--- src/rtl/mode_stepper.sv ---
// Pushbutton mode sequencer: synchronised, debounced enter/back keys step a wrapping mode index;
// switches drive a priority one-hot LED bus. Define MODE_STEPPER_AUTO_EN for timed auto-advance.
module mode_stepper #(
    parameter int NUM_MODES       = 7,
    parameter int MODE_W          = 3,
    parameter int DEBOUNCE_CYCLES = 1000000,
    parameter int SW_W            = 10,
    parameter int LED_W           = 8,
    parameter int AUTO_CYCLES     = 50000000
) (
    input  logic              clk_50M,
    input  logic              rst,
    input  logic              enter_bar,
    input  logic              back_bar,
    input  logic [SW_W-1:0]   sw,
`ifdef MODE_STEPPER_AUTO_EN
    input  logic              auto_en,
`endif
    output logic [MODE_W-1:0] mode,
    output logic              mode_chg,
    output logic [LED_W-1:0]  led
);

    localparam int                DB_W      = $clog2(DEBOUNCE_CYCLES + 1);
    localparam logic [DB_W-1:0]   DB_LAST   = DB_W'(DEBOUNCE_CYCLES - 1);
    localparam logic [MODE_W-1:0] MODE_LAST = MODE_W'(NUM_MODES - 1);

    logic [1:0]        w_key_raw;
    logic [1:0]        w_press;
    logic              w_enter_evt;
    logic              w_back_evt;
    logic              w_key_evt;
    logic              w_auto_step;
    logic [MODE_W-1:0] w_mode_up;
    logic [MODE_W-1:0] w_mode_down;
    logic [LED_W-1:0]  w_led_next;
    logic              w_unused_sw;

    logic [MODE_W-1:0] r_mode;
    logic              r_mode_chg;
    logic [LED_W-1:0]  r_led;

    assign w_key_raw = {back_bar, enter_bar};

    // Bit 0 is enter, bit 1 is back; each gets its own synchroniser and debouncer.
    generate
        for (genvar gi = 0; gi < 2; gi++) begin : g_key
            logic            r_sync1;
            logic            r_sync2;
            logic            r_deb;
            logic            r_press;
            logic [DB_W-1:0] r_cnt;

            always_ff @(posedge clk_50M or posedge rst) begin
                if (rst) begin
                    r_sync1 <= 1'b1;
                    r_sync2 <= 1'b1;
                    r_deb   <= 1'b1;
                    r_press <= 1'b0;
                    r_cnt   <= '0;
                end else begin
                    r_sync1 <= w_key_raw[gi];
                    r_sync2 <= r_sync1;
                    r_press <= 1'b0;
                    if (r_sync2 == r_deb) begin
                        r_cnt <= '0;
                    end else if (r_cnt == DB_LAST) begin
                        // Accept the new level; only the falling edge is a press.
                        r_deb   <= r_sync2;
                        r_cnt   <= '0;
                        r_press <= ~r_sync2;
                    end else begin
                        r_cnt <= r_cnt + 1'b1;
                    end
                end
            end

            assign w_press[gi] = r_press;
        end
    endgenerate

    assign w_enter_evt = w_press[0] & ~w_press[1];
    assign w_back_evt  = w_press[1] & ~w_press[0];
    assign w_key_evt   = |w_press;

`ifdef MODE_STEPPER_AUTO_EN
    localparam int              AC_W    = $clog2(AUTO_CYCLES + 1);
    localparam logic [AC_W-1:0] AC_LAST = AC_W'(AUTO_CYCLES - 1);

    logic [AC_W-1:0] r_auto_cnt;

    // Any key activity restarts the interval, so a key event always wins over an auto step.
    always_ff @(posedge clk_50M or posedge rst) begin
        if (rst) begin
            r_auto_cnt <= '0;
        end else if (w_key_evt || !auto_en) begin
            r_auto_cnt <= '0;
        end else if (r_auto_cnt == AC_LAST) begin
            r_auto_cnt <= '0;
        end else begin
            r_auto_cnt <= r_auto_cnt + 1'b1;
        end
    end

    assign w_auto_step = auto_en && !w_key_evt && (r_auto_cnt == AC_LAST);
`else
    assign w_auto_step = 1'b0;
`endif

    assign w_mode_up   = (r_mode == MODE_LAST) ? '0 : r_mode + 1'b1;
    assign w_mode_down = (r_mode == '0) ? MODE_LAST : r_mode - 1'b1;

    always_ff @(posedge clk_50M or posedge rst) begin
        if (rst) begin
            r_mode     <= '0;
            r_mode_chg <= 1'b0;
        end else begin
            r_mode_chg <= 1'b0;
            if (w_enter_evt || w_auto_step) begin
                r_mode     <= w_mode_up;
                r_mode_chg <= 1'b1;
            end else if (w_back_evt) begin
                r_mode     <= w_mode_down;
                r_mode_chg <= 1'b1;
            end
        end
    end

    // Ascending scan: the highest set bit is written last and wins.
    always_comb begin
        w_led_next = '0;
        for (int i = 0; i < LED_W; i++) begin
            if (sw[i]) begin
                w_led_next    = '0;
                w_led_next[i] = 1'b1;
            end
        end
    end

    assign w_unused_sw = ^sw;

    always_ff @(posedge clk_50M or posedge rst) begin
        if (rst) begin
            r_led <= '0;
        end else begin
            r_led <= w_led_next;
        end
    end

    assign mode     = r_mode;
    assign mode_chg = r_mode_chg;
    assign led      = r_led;

endmodule
--- config.mk ---
export PLATFORM = sky130hd
export DESIGN_NAME = mode_stepper
export DESIGN_NICKNAME = d
export VERILOG_FILES = /design/src/rtl/mode_stepper.sv
export SDC_FILE = /design/constraint.sdc
export NUM_CORES = 1
export LEC_CHECK = 0
export ABC_AREA = 1
export BUFFER_PORTS_ARGS = -buffer_cell sky130_fd_sc_hd__buf_2
export CORE_ASPECT_RATIO = 1.75
export CORE_MARGIN = 3
export CORE_UTILIZATION = 29
export CTS_BUF_LIST = sky130_fd_sc_hd__clkbuf_4 sky130_fd_sc_hd__clkbuf_8
export DETAILED_ROUTE_END_ITERATION = 16
export GPL_ROUTABILITY_DRIVEN = 0
export PLACE_DENSITY = 0.42
export SLEW_MARGIN = 5
export SYNTH_ARGS = -nofsm -noshare
export SYNTH_HDL_FRONTEND = slang
export SYNTH_SLANG_ARGS = --single-unit
export TNS_END_PERCENT = 1
--- constraint.sdc ---
create_clock -name clk_50M -period 5.3 [get_ports clk_50M]
set_clock_uncertainty 0.05 [all_clocks]
set_input_delay 1.325 -clock clk_50M [delete_from_list [all_inputs] [get_ports clk_50M]]
set_output_delay 1.325 -clock clk_50M [all_outputs]
set_load 0.01 [all_outputs]
==> flow_summary.ini, run 1 <==
[critical_path]
crit_family = flip-flops
worst-r2r-cell-count = 8
crit_chain = buf_2
critPathLaunchType = register
cp_max_fo = 7
worst-endpoint-arrival_ns = 0.97
slowest_delay_ns = 0.45
crit_required_ns = 3.92
reg2reg_setup_slack_ns = 3.56
cp_num_cells = 1
path_buf_inv = 1
cp-end-kind = output port
timing.rr.start = g_key[1].r_cnt[0]$_DFF_PP0_
slowest_stage = dfrtp_1
crit_type = reg2out
reg2reg_to = g_key[1].r_cnt[5]$_DFF_PP0_

[timing]
relSlewSlack_pct = 59.1
max_freq_mhz = 427
rsz0062_at_grt = false
finalCritPeriodShare_pct = 44.2
tns_ns = 0
hold_viol = 0
setup_viol = 0
whs_ns = 0.306
final.min_clock_period_ns = 2.34
slew_viol_final = 0
worst_pin_slew_ns = 0.613

[hold_path]
worstHoldStart = g_key[1].r_sync1$_DFF_PP1_
holdCritPathClass = reg2reg
holdPathEnd = g_key[1].r_sync2$_DFF_PP1_
min_path_cells = 0

[power_and_ir_drop]
p_leak_uw = 0.00168
irDropWorstVdd_uv = 128
power-per-cell-area_nw_per_um2 = 263

[drt]
post_drt_wl_per_cell_um = 13.4
drt_iter0_drc = 83
ant_nets = 0
vias = 2570
wirelength_mm = 7.52
remaining_drc_errors = 0
firstDrtPassIters = 4
vias_per_cell = 4.57

[clock_network]
cts_tree = done
htree_levels = 3
cts.clk_slew.worst_paths_ns = 0.07
post_cts_buffers = 0
insertion_delay_ns = 0.34
numCtsBuffers = 9
cts_hold_buf = 0
root_buffer = clkbuf_8
clock_sinks = 60
clockBufferDepth = 2
cts_resized = 0

[floorplan]
start_util_pct = 30.1
core_area_um2 = 10400
fp.dieW_um = 84.6
die_area_um2 = 12100
rows = 49
chipHeight_um = 144
pin_count = 26

[global_routing]
grt_pass1_wl_mm = 12.8
antenna_found_initial = 0
grt_usage_pct = 13.7
grt_max_degree = 35
grt-ovfl-total = 0
grt_pass1_vias = 2709

[logic_synthesis]
ys_warn_count = 0
syn_avg_cell_area_um2 = 7.92
seq_area_frac_synth_pct = 48.1
syn_area_um2 = 3140
ys_types = 29
ys_ff_latch = 60
synth_nets = 418
syn_inst = 396

[run_status]
outcome = completed

[job]
maxCapViolCount = 0

[final_layout]
fin_nets = 452
layout-drive-gt1-share_pct = 14.0
area_growth_pct = 15.8
nFillCells = 1138
num_antenna_cells = 0

[placement]
io_buffers = 23
place_hpwl_mm = 5.81
==> layout make-up <==
| type | count | area [um2] | share of cell area, % |
|---|---|---|---|
| Clock buffer | 15 | 188 | 5.17 |
| Clock inverter | 1 | 30.0 | 0.827 |
| Inverter | 50 | 188 | 5.17 |
| Multi-Input combinational cell | 285 | 1440 | 39.5 |
| Sequential cell | 60 | 1510 | 41.6 |
| Tap cell | 127 | 159 | 4.38 |
| Timing Repair Buffer | 24 | 123 | 3.38 |
==> routing by layer <==
metal  part of all wire, %  track usage [%]  vias up
li1                      -                -     1313
met4                   4.7             9.42        0
met3                   2.2             3.21       24
met2                    56             25.8       31
met1                    37             12.7     1202
met5                     0                0        -
==> synth_stat cells <==
cell type | n | area share (%)
a21oi_1 | 5 | 0.80
a31oi_1 | 1 | 0.20
and2_1 | 1 | 0.20
buf_2 | 1 | 0.16
dfrtp_1 | 54 | 43
dfstp_2 | 6 | 5.0
ha_1 | 8 | 3.2
inv_1 | 50 | 6.0
nand2_1 | 72 | 8.6
nand2_2 | 4 | 0.80
nand3_1 | 27 | 4.3
nand3_2 | 2 | 0.64
nand3b_1 | 2 | 0.48
nand4_1 | 11 | 2.2
nor2_1 | 96 | 11
nor2_2 | 4 | 0.80
nor2_4 | 2 | 0.72
nor3_1 | 9 | 1.4
nor3b_1 | 1 | 0.24
nor4_1 | 3 | 0.60
o21ai_0 | 7 | 1.1
o21ai_1 | 3 | 0.48
o21bai_1 | 3 | 0.72
o22ai_1 | 1 | 0.20
o31ai_1 | 1 | 0.24
or2_2 | 1 | 0.20
xnor2_1 | 9 | 2.5
xor2_1 | 11 | 3.1
xor2_2 | 1 | 0.52
==> worst max-delay path by stage <==
stage	startpoint	to	slack (ns)
after floorplan	rst	g_key[0].r_cnt[0]$_DFF_PP0_	2.45
after global placement	rst	g_key[1].r_sync1$_DFF_PP1_	2.85
after detailed placement	rst	g_key[1].r_sync1$_DFF_PP1_	2.82
after CTS	mode[2]$_DFFE_PP0P_	mode[2]	2.93
after global routing	mode[2]$_DFFE_PP0P_	mode[2]	2.89
final	mode[2]$_DFFE_PP0P_	mode[2]	2.96
==> sequential cells by signal (all words and copies together), names as in the netlist <==
name / flops
mode_chg: 1
g_key.r_deb: 2
g_key.r_cnt: 40
mode: 3
g_key.r_press: 2
g_key.r_sync2: 2
led: 8
g_key.r_sync1: 2
==> kinds of logic after synthesis <==
| kind of cell | Yosys count | synth area share, % |
|---|---|---|
| XOR/XNOR | 21 | 6.10 |
| adder cells (fa/ha/maj) | 8 | 3.19 |
| buffers and inverters | 51 | 6.14 |
| AND/OR/NAND/NOR | 235 | 32.7 |
| AO/OA/AOI/OAI | 21 | 3.75 |
| flip-flops | 60 | 48.1 |
==> power by group <==
group          leakage [uW]  internal [uW]  total, uW  switching, uW
registers          0.000808            466        470           4.19
clock network      0.000114            272        450            178
logic              0.000760           10.6       36.0           25.4
total               0.00168            749        956            207
==> cell usage in the layout, fill, tap and decap left out <==
cell	count
o31ai_1	1
nand4_1	11
xor2_2	1
nand3b_1	2
nand2_1	72
nand3_2	2
o21ai_0	7
clkbuf_4	3
nand2_2	4
clkbuf_8	12
nor3_1	9
buf_4	1
o21ai_1	3
nor2_2	4
bufinv_16	1
xnor2_1	9
nor2_1	96
a21oi_1	5
o22ai_1	1
a31oi_1	1
o21bai_1	3
buf_2	23
and2_1	1
nor4_1	3
dfstp_2	6
dfrtp_1	54
or2_2	1
nand3_1	27
nor3b_1	1
ha_1	8
xor2_1	11
inv_1	49
nor2_4	2
inv_2	1
==> stage by stage <==
stage | setup slack [ns] | power (uW) | std cells | instance area [um2] | util, %
final | 2.96 | 956 | 562 | 3630 | 34.8
after global routing | 2.89 | 999 | 562 | 3630 | 34.8
after CTS | 2.93 | 978 | 562 | 3630 | 34.8
after detailed placement | 2.82 | 517 | 546 | 3410 | 32.7
after global placement | 2.85 | 516 | 546 | 3410 | 32.7
after floorplan | 2.45 | 500 | 396 | 3140 | -
(Power assumes the default switching activity.)
==> run 2: changes to the inputs <==
Settings changed: PLACE_DENSITY 0.42 to 0.43.
Clock period 5.3 ns to 1.9 ns, I/O delays scaled along.
==> flow_summary.ini, run 2 (synthesized netlist as in run 1, its figures left out) <==
[timing]
rsz0062_at_grt = false
worst_pin_slew_ns = 0.408
final.min_clock_period_ns = 1.65
hold_viol = 0
tns_ns = 0
relSlewSlack_pct = 72.8
slew_viol_final = 0
finalCritPeriodShare_pct = 86.7
max_freq_mhz = 607
whs_ns = 0.186
setup_viol = 0

[job]
maxCapViolCount = 0

[global_routing]
grt_pass1_wl_mm = 12.5
grt_usage_pct = 13.4
antenna_found_initial = 0
grt_pass1_vias = 2652
grt-ovfl-total = 0
grt_max_degree = 43

[floorplan]
core_area_um2 = 10400
rows = 49
die_area_um2 = 12100
pin_count = 26
start_util_pct = 30.1
chipHeight_um = 144
fp.dieW_um = 84.6

[critical_path]
worst-r2r-cell-count = 8
crit_family = simple AND/OR/NAND/NOR gates
worst-endpoint-arrival_ns = 1.82
slowest_delay_ns = 0.37
crit_type = reg2reg
slowest_stage = dfrtp_1
critPathLaunchType = register
cp-end-kind = register
reg2reg_to = g_key[1].r_cnt[9]$_DFF_PP0_
crit_required_ns = 2.07
crit_chain = ha_1, nand3_1, inv_1, nand2_1, nor2_1, nand2_1, nand2_2, nor2_1
cp_max_fo = 9
reg2reg_setup_slack_ns = 0.25
timing.rr.start = g_key[1].r_cnt[0]$_DFF_PP0_
path_buf_inv = 1

[clock_network]
clock_sinks = 60
insertion_delay_ns = 0.35
clockBufferDepth = 2
cts_tree = done
root_buffer = clkbuf_8
htree_levels = 3
cts_resized = 0
numCtsBuffers = 9
cts.clk_slew.worst_paths_ns = 0.06

[final_layout]
area_growth_pct = 16.4
final_cell_mix = nor2_1 (96), nand2_1 (72), dfrtp_1 (54)
layout-drive-gt1-share_pct = 14.6
regMostFlops = g_key.r_cnt
fin_nets = 456
largest_reg_flops = 40
final_common_cell = nor2_1
num_antenna_cells = 0
utilization_pct = 35.0

[placement]
place_hpwl_mm = 5.77
io_buffers = 23

[hold_path]
min_path_cells = 1
worstHoldStart = back_bar
holdPathEnd = g_key[1].r_sync1$_DFF_PP1_
holdCritPathClass = in2reg

[drt]
ant_nets = 0
firstDrtPassIters = 4
remaining_drc_errors = 0
drt_iter0_drc = 102
vias = 2572
post_drt_wl_per_cell_um = 13.2
vias_per_cell = 4.54
wirelength_mm = 7.50

[power_and_ir_drop]
power-per-cell-area_nw_per_um2 = 693
irDropWorstVdd_uv = 343
total_power_uw = 2530
p_leak_uw = 0.00169

[run_status]
outcome = completed
## run 2: cell types whose count changed in the layout (fill, tap and decap cells not counted), sizes merged
cell | before | now
inv | 50 | 49
clkbuf | 15 | 14
buf | 24 | 27
clkinvlp | 0 | 1
dlygate4sd3 | 0 | 1
clkinv | 0 | 2
bufinv | 1 | 0
## run 2: area by class of cell
cell class,count,area [um2]
well taps,127,159
fillers,1113,6770
inverters,50,191
clock inverters,2,10.0
clock buffers,14,180
flip-flops and latches,60,1510
repair buffers,28,168
multi-input cells,285,1440
## run 2: repair_timing
item | 4_1_cts | 5_1_grt
hold buffers | 1 | 0
endpoints found under the hold margin | 4 | 0
endpoints found under the setup margin | 0 | 0
setup buffers | 0 | 0
## run 2: where the power goes
part | internal, uW | switching (uW) | total [uW]
combinational | 36.9 | 70.6 | 107
clock | 606 | 505 | 1110
sequential | 1300 | 11.5 | 1310
total | 1940 | 587 | 2530
## run 2: worst max-delay path by stage
stage | startpoint | endpoint | slack, ns | depth (start not counted)
final | g_key[1].r_cnt[0]$_DFF_PP0_ | g_key[1].r_cnt[9]$_DFF_PP0_ | 0.25 | 8
after global routing | g_key[1].r_cnt[0]$_DFF_PP0_ | g_key[1].r_cnt[5]$_DFF_PP0_ | 0.03 | 8
after CTS | g_key[1].r_cnt[0]$_DFF_PP0_ | g_key[1].r_cnt[5]$_DFF_PP0_ | 0.26 | 8
after detailed placement | g_key[1].r_cnt[0]$_DFF_PP0_ | g_key[1].r_cnt[5]$_DFF_PP0_ | 0.26 | 8
after global placement | g_key[1].r_cnt[0]$_DFF_PP0_ | g_key[1].r_cnt[5]$_DFF_PP0_ | 0.28 | 8
after floorplan | g_key[1].r_cnt[0]$_DFF_PP0_ | g_key[1].r_cnt[11]$_DFF_PP0_ | 0.54 | 8
## run 2: worst register-to-register path, delay by kind of cell, from the launching register on
| family | cells | cell delay [ns] |
|---|---|---|
| and+or+nand+nor | 6 | 0.79 |
| DFF | 1 | 0.37 |
| adders and majority gates | 1 | 0.19 |
| buffers and inverters | 1 | 0.13 |
## run 2: metrics by stage
step	std cells	worst slack, ns	area, um2
2_1_floorplan	396	0.535	3140
3_3_place_gp	549	0.276	3450
3_5_place_dp	549	0.260	3450
4_1_cts	566	0.256	3650
5_1_grt	566	0.0281	3650
6_report	566	0.252	3650
## run 2: routing by layer
layer  GRT usage, %  vias to the layer above  wire length (um)
met5              0                        -                 0
met2           25.2                       24              4300
li1               -                     1324                 -
met4           7.51                        0               199
met1           13.3                     1209              2830
met3           2.75                       15               166
==> run 3: changes to the inputs <==
Settings changed: ABC_AREA 1 to not set, CTS_CLUSTER_SIZE set to 10, REMOVE_ABC_BUFFERS set to 1.
==> flow_summary.ini, run 3 <==
[run_status]
violations = setup timing
outcome = finished with violations

[timing]
finalCritPeriodShare_pct = 106
max_freq_mhz = 495
worst_pin_slew_ns = 0.357
whs_ns = 0.139
hold_viol = 0
setup_ws_ns = -0.121
relSlewSlack_pct = 76.1
rsz0062_at_grt = true
setup_viol = 21
slew_viol_final = 0
final.min_clock_period_ns = 2.02
tns_ns = -1.94

[critical_path]
cp-end-kind = register
slowest_stage = or4_4
cp_max_fo = 3
crit_required_ns = 2.11
path_buf_inv = 0
crit_type = reg2reg
reg2reg_to = g_key[1].r_deb$_DFFE_PP1P_
reg2reg_setup_slack_ns = -0.12
crit_family = simple AND/OR/NAND/NOR gates
critical_path.startpoint = g_key[1].r_cnt[12]$_DFF_PP0_
slowest_delay_ns = 0.54
timing.rr.start = g_key[1].r_cnt[12]$_DFF_PP0_
critPathLaunchType = register
worst-r2r-cell-count = 4
worst-endpoint-arrival_ns = 2.23
crit_chain = or4b_1, or4_4, nor2_2, mux2_1

[final_layout]
fin_area_um2 = 3540
final_common_cell = dfrtp_1
largest_reg_flops = 40
seq_area_um2 = 1510
multiInputGateArea_um2 = 1230
layout-drive-gt1-share_pct = 24.3
num_antenna_cells = 0
utilization_pct = 38.2
fin_nets = 354
nFillCells = 946
regMostFlops = g_key.r_cnt
area_growth_pct = 26.1
final_cell_mix = dfrtp_1 (54), nor2_1 (45), xnor2_1 (27), buf_4 (27), buf_2 (23)

[clock_network]
clockBufferDepth = 2
root_buffer = clkbuf_8
htree_levels = 3
numCtsBuffers = 9
cts_tree = done
cts.clk_slew.worst_paths_ns = 0.07
clock_sinks = 60
insertion_delay_ns = 0.33

[global_routing]
grt_max_degree = 61
grt-ovfl-total = 0
grt_pass1_vias = 2246
grt_pass1_wl_mm = 10.1
grt_usage_pct = 12.1
antenna_found_initial = 0

[drt]
ant_nets = 0
wirelength_mm = 5.71
vias_per_cell = 4.70
drt_iter0_drc = 105
post_drt_wl_per_cell_um = 12.5
firstDrtPassIters = 4
remaining_drc_errors = 0
vias = 2146

[logic_synthesis]
syn_inst = 272
syn_avg_cell_area_um2 = 10.3
ys_types = 37
syn_area_um2 = 2810
synthTopCellsByArea = dfrtp_1 (48%), xnor2_1 (8.4%), nor2_1 (6.1%), dfstp_2 (5.6%), ha_1 (3.6%)
yosys-top-cells-count = dfrtp_1 (54), nor2_1 (46), xnor2_1 (27)
ys_warn_count = 0
async_flop_share_pct = 100
yosysMostFrequentCell = dfrtp_1
synth_edf_count = 0
seq_area_frac_synth_pct = 53.7
ys_ff_latch = 60
synth_top_cell_by_area = dfrtp_1
ys.flop_type = dfrtp_1
yosysTopAreaCellShare_pct = 48.1

[floorplan]
pin_count = 26
core_area_um2 = 9270
start_util_pct = 30.3
rows = 46
fp.dieW_um = 80.4
die_area_um2 = 11000
chipHeight_um = 136

[power_and_ir_drop]
p_leak_uw = 0.00153
power-per-cell-area_nw_per_um2 = 777
irDropWorstVdd_uv = 656

[hold_path]
holdCritPathClass = in2async

[job]
maxCapViolCount = 0

[placement]
io_buffers = 23
place_area_um2 = 3300
place_hpwl_mm = 4.11
==> run 3: cells by family after synthesis <==
family,share of synthesized area (%)
buffers and inverters,2.81
AOI/OAI and AO/OA,4.19
xor gates and xnor gates,9.97
DFF,53.7
adders and majority gates,3.56
and+or+nand+nor,23.6
muxes,2.23
==> run 3: power breakdown <==
| group | internal, uW | switching, uW | total (uW) |
|---|---|---|---|
| logic | 42.7 | 63.3 | 106 |
| registers | 1300 | 12.4 | 1310 |
| clock network | 842 | 493 | 1330 |
| total | 2180 | 568 | 2750 |
==> run 3: layer usage <==
metal | part of all wire (%) | track usage [%] | vias up
li1 | - | - | 1065
met1 | 40 | 12.3 | 1021
met2 | 54 | 21.2 | 44
met3 | 3.2 | 3.78 | 16
met4 | 3.6 | 7.24 | 0
met5 | 0 | 0 | -
==> run 3: worst register-to-register path, stage by stage (launching register included) <==
cell	delay (ns)
dfrtp_1	0.37
or4b_1	0.52
or4_4	0.54
nor2_2	0.15
mux2_1	0.33
==> run 3: layout make-up <==
type	count	share of cell area, %
tap	120	4.24
inverter	16	1.69
clock inverter	4	1.98
sequential	60	42.6
clock buffer	12	4.66
multi-input combinational	193	34.7
timing repair buffer	52	10.1
==> run 3: stage by stage <==
| stage | total power [uW] | std cells | setup slack [ns] |
|---|---|---|---|
| after floorplan | 1390 | 269 | -0.170 |
| after global routing | 2900 | 457 | -0.204 |
| after CTS | 2810 | 457 | -0.134 |
| final | 2750 | 457 | -0.121 |
| after detailed placement | 1450 | 441 | -0.164 |
| after global placement | 1450 | 441 | -0.143 |
==> run 3: repair_timing <==
item / 4_1_cts / 5_1_grt
buffers inserted: 0 / 0
pin swaps: 3 / 1
setup endpoints to repair: 22 / 23
gates resized for setup: 1 / 1
hold buffers: 0 / 0
==> run 3: how the worst max path moves through the flow <==
stage | endpoint | slack [ns] | cells past startpoint
floorplan | g_key[1].r_deb$_DFFE_PP1P_ | -0.17 | 4
global placement | g_key[1].r_deb$_DFFE_PP1P_ | -0.14 | 4
detailed placement | g_key[1].r_deb$_DFFE_PP1P_ | -0.16 | 4
CTS | g_key[1].r_deb$_DFFE_PP1P_ | -0.13 | 4
global route | g_key[1].r_cnt[11]$_DFF_PP0_ | -0.20 | 5
finish | g_key[1].r_deb$_DFFE_PP1P_ | -0.12 | 4
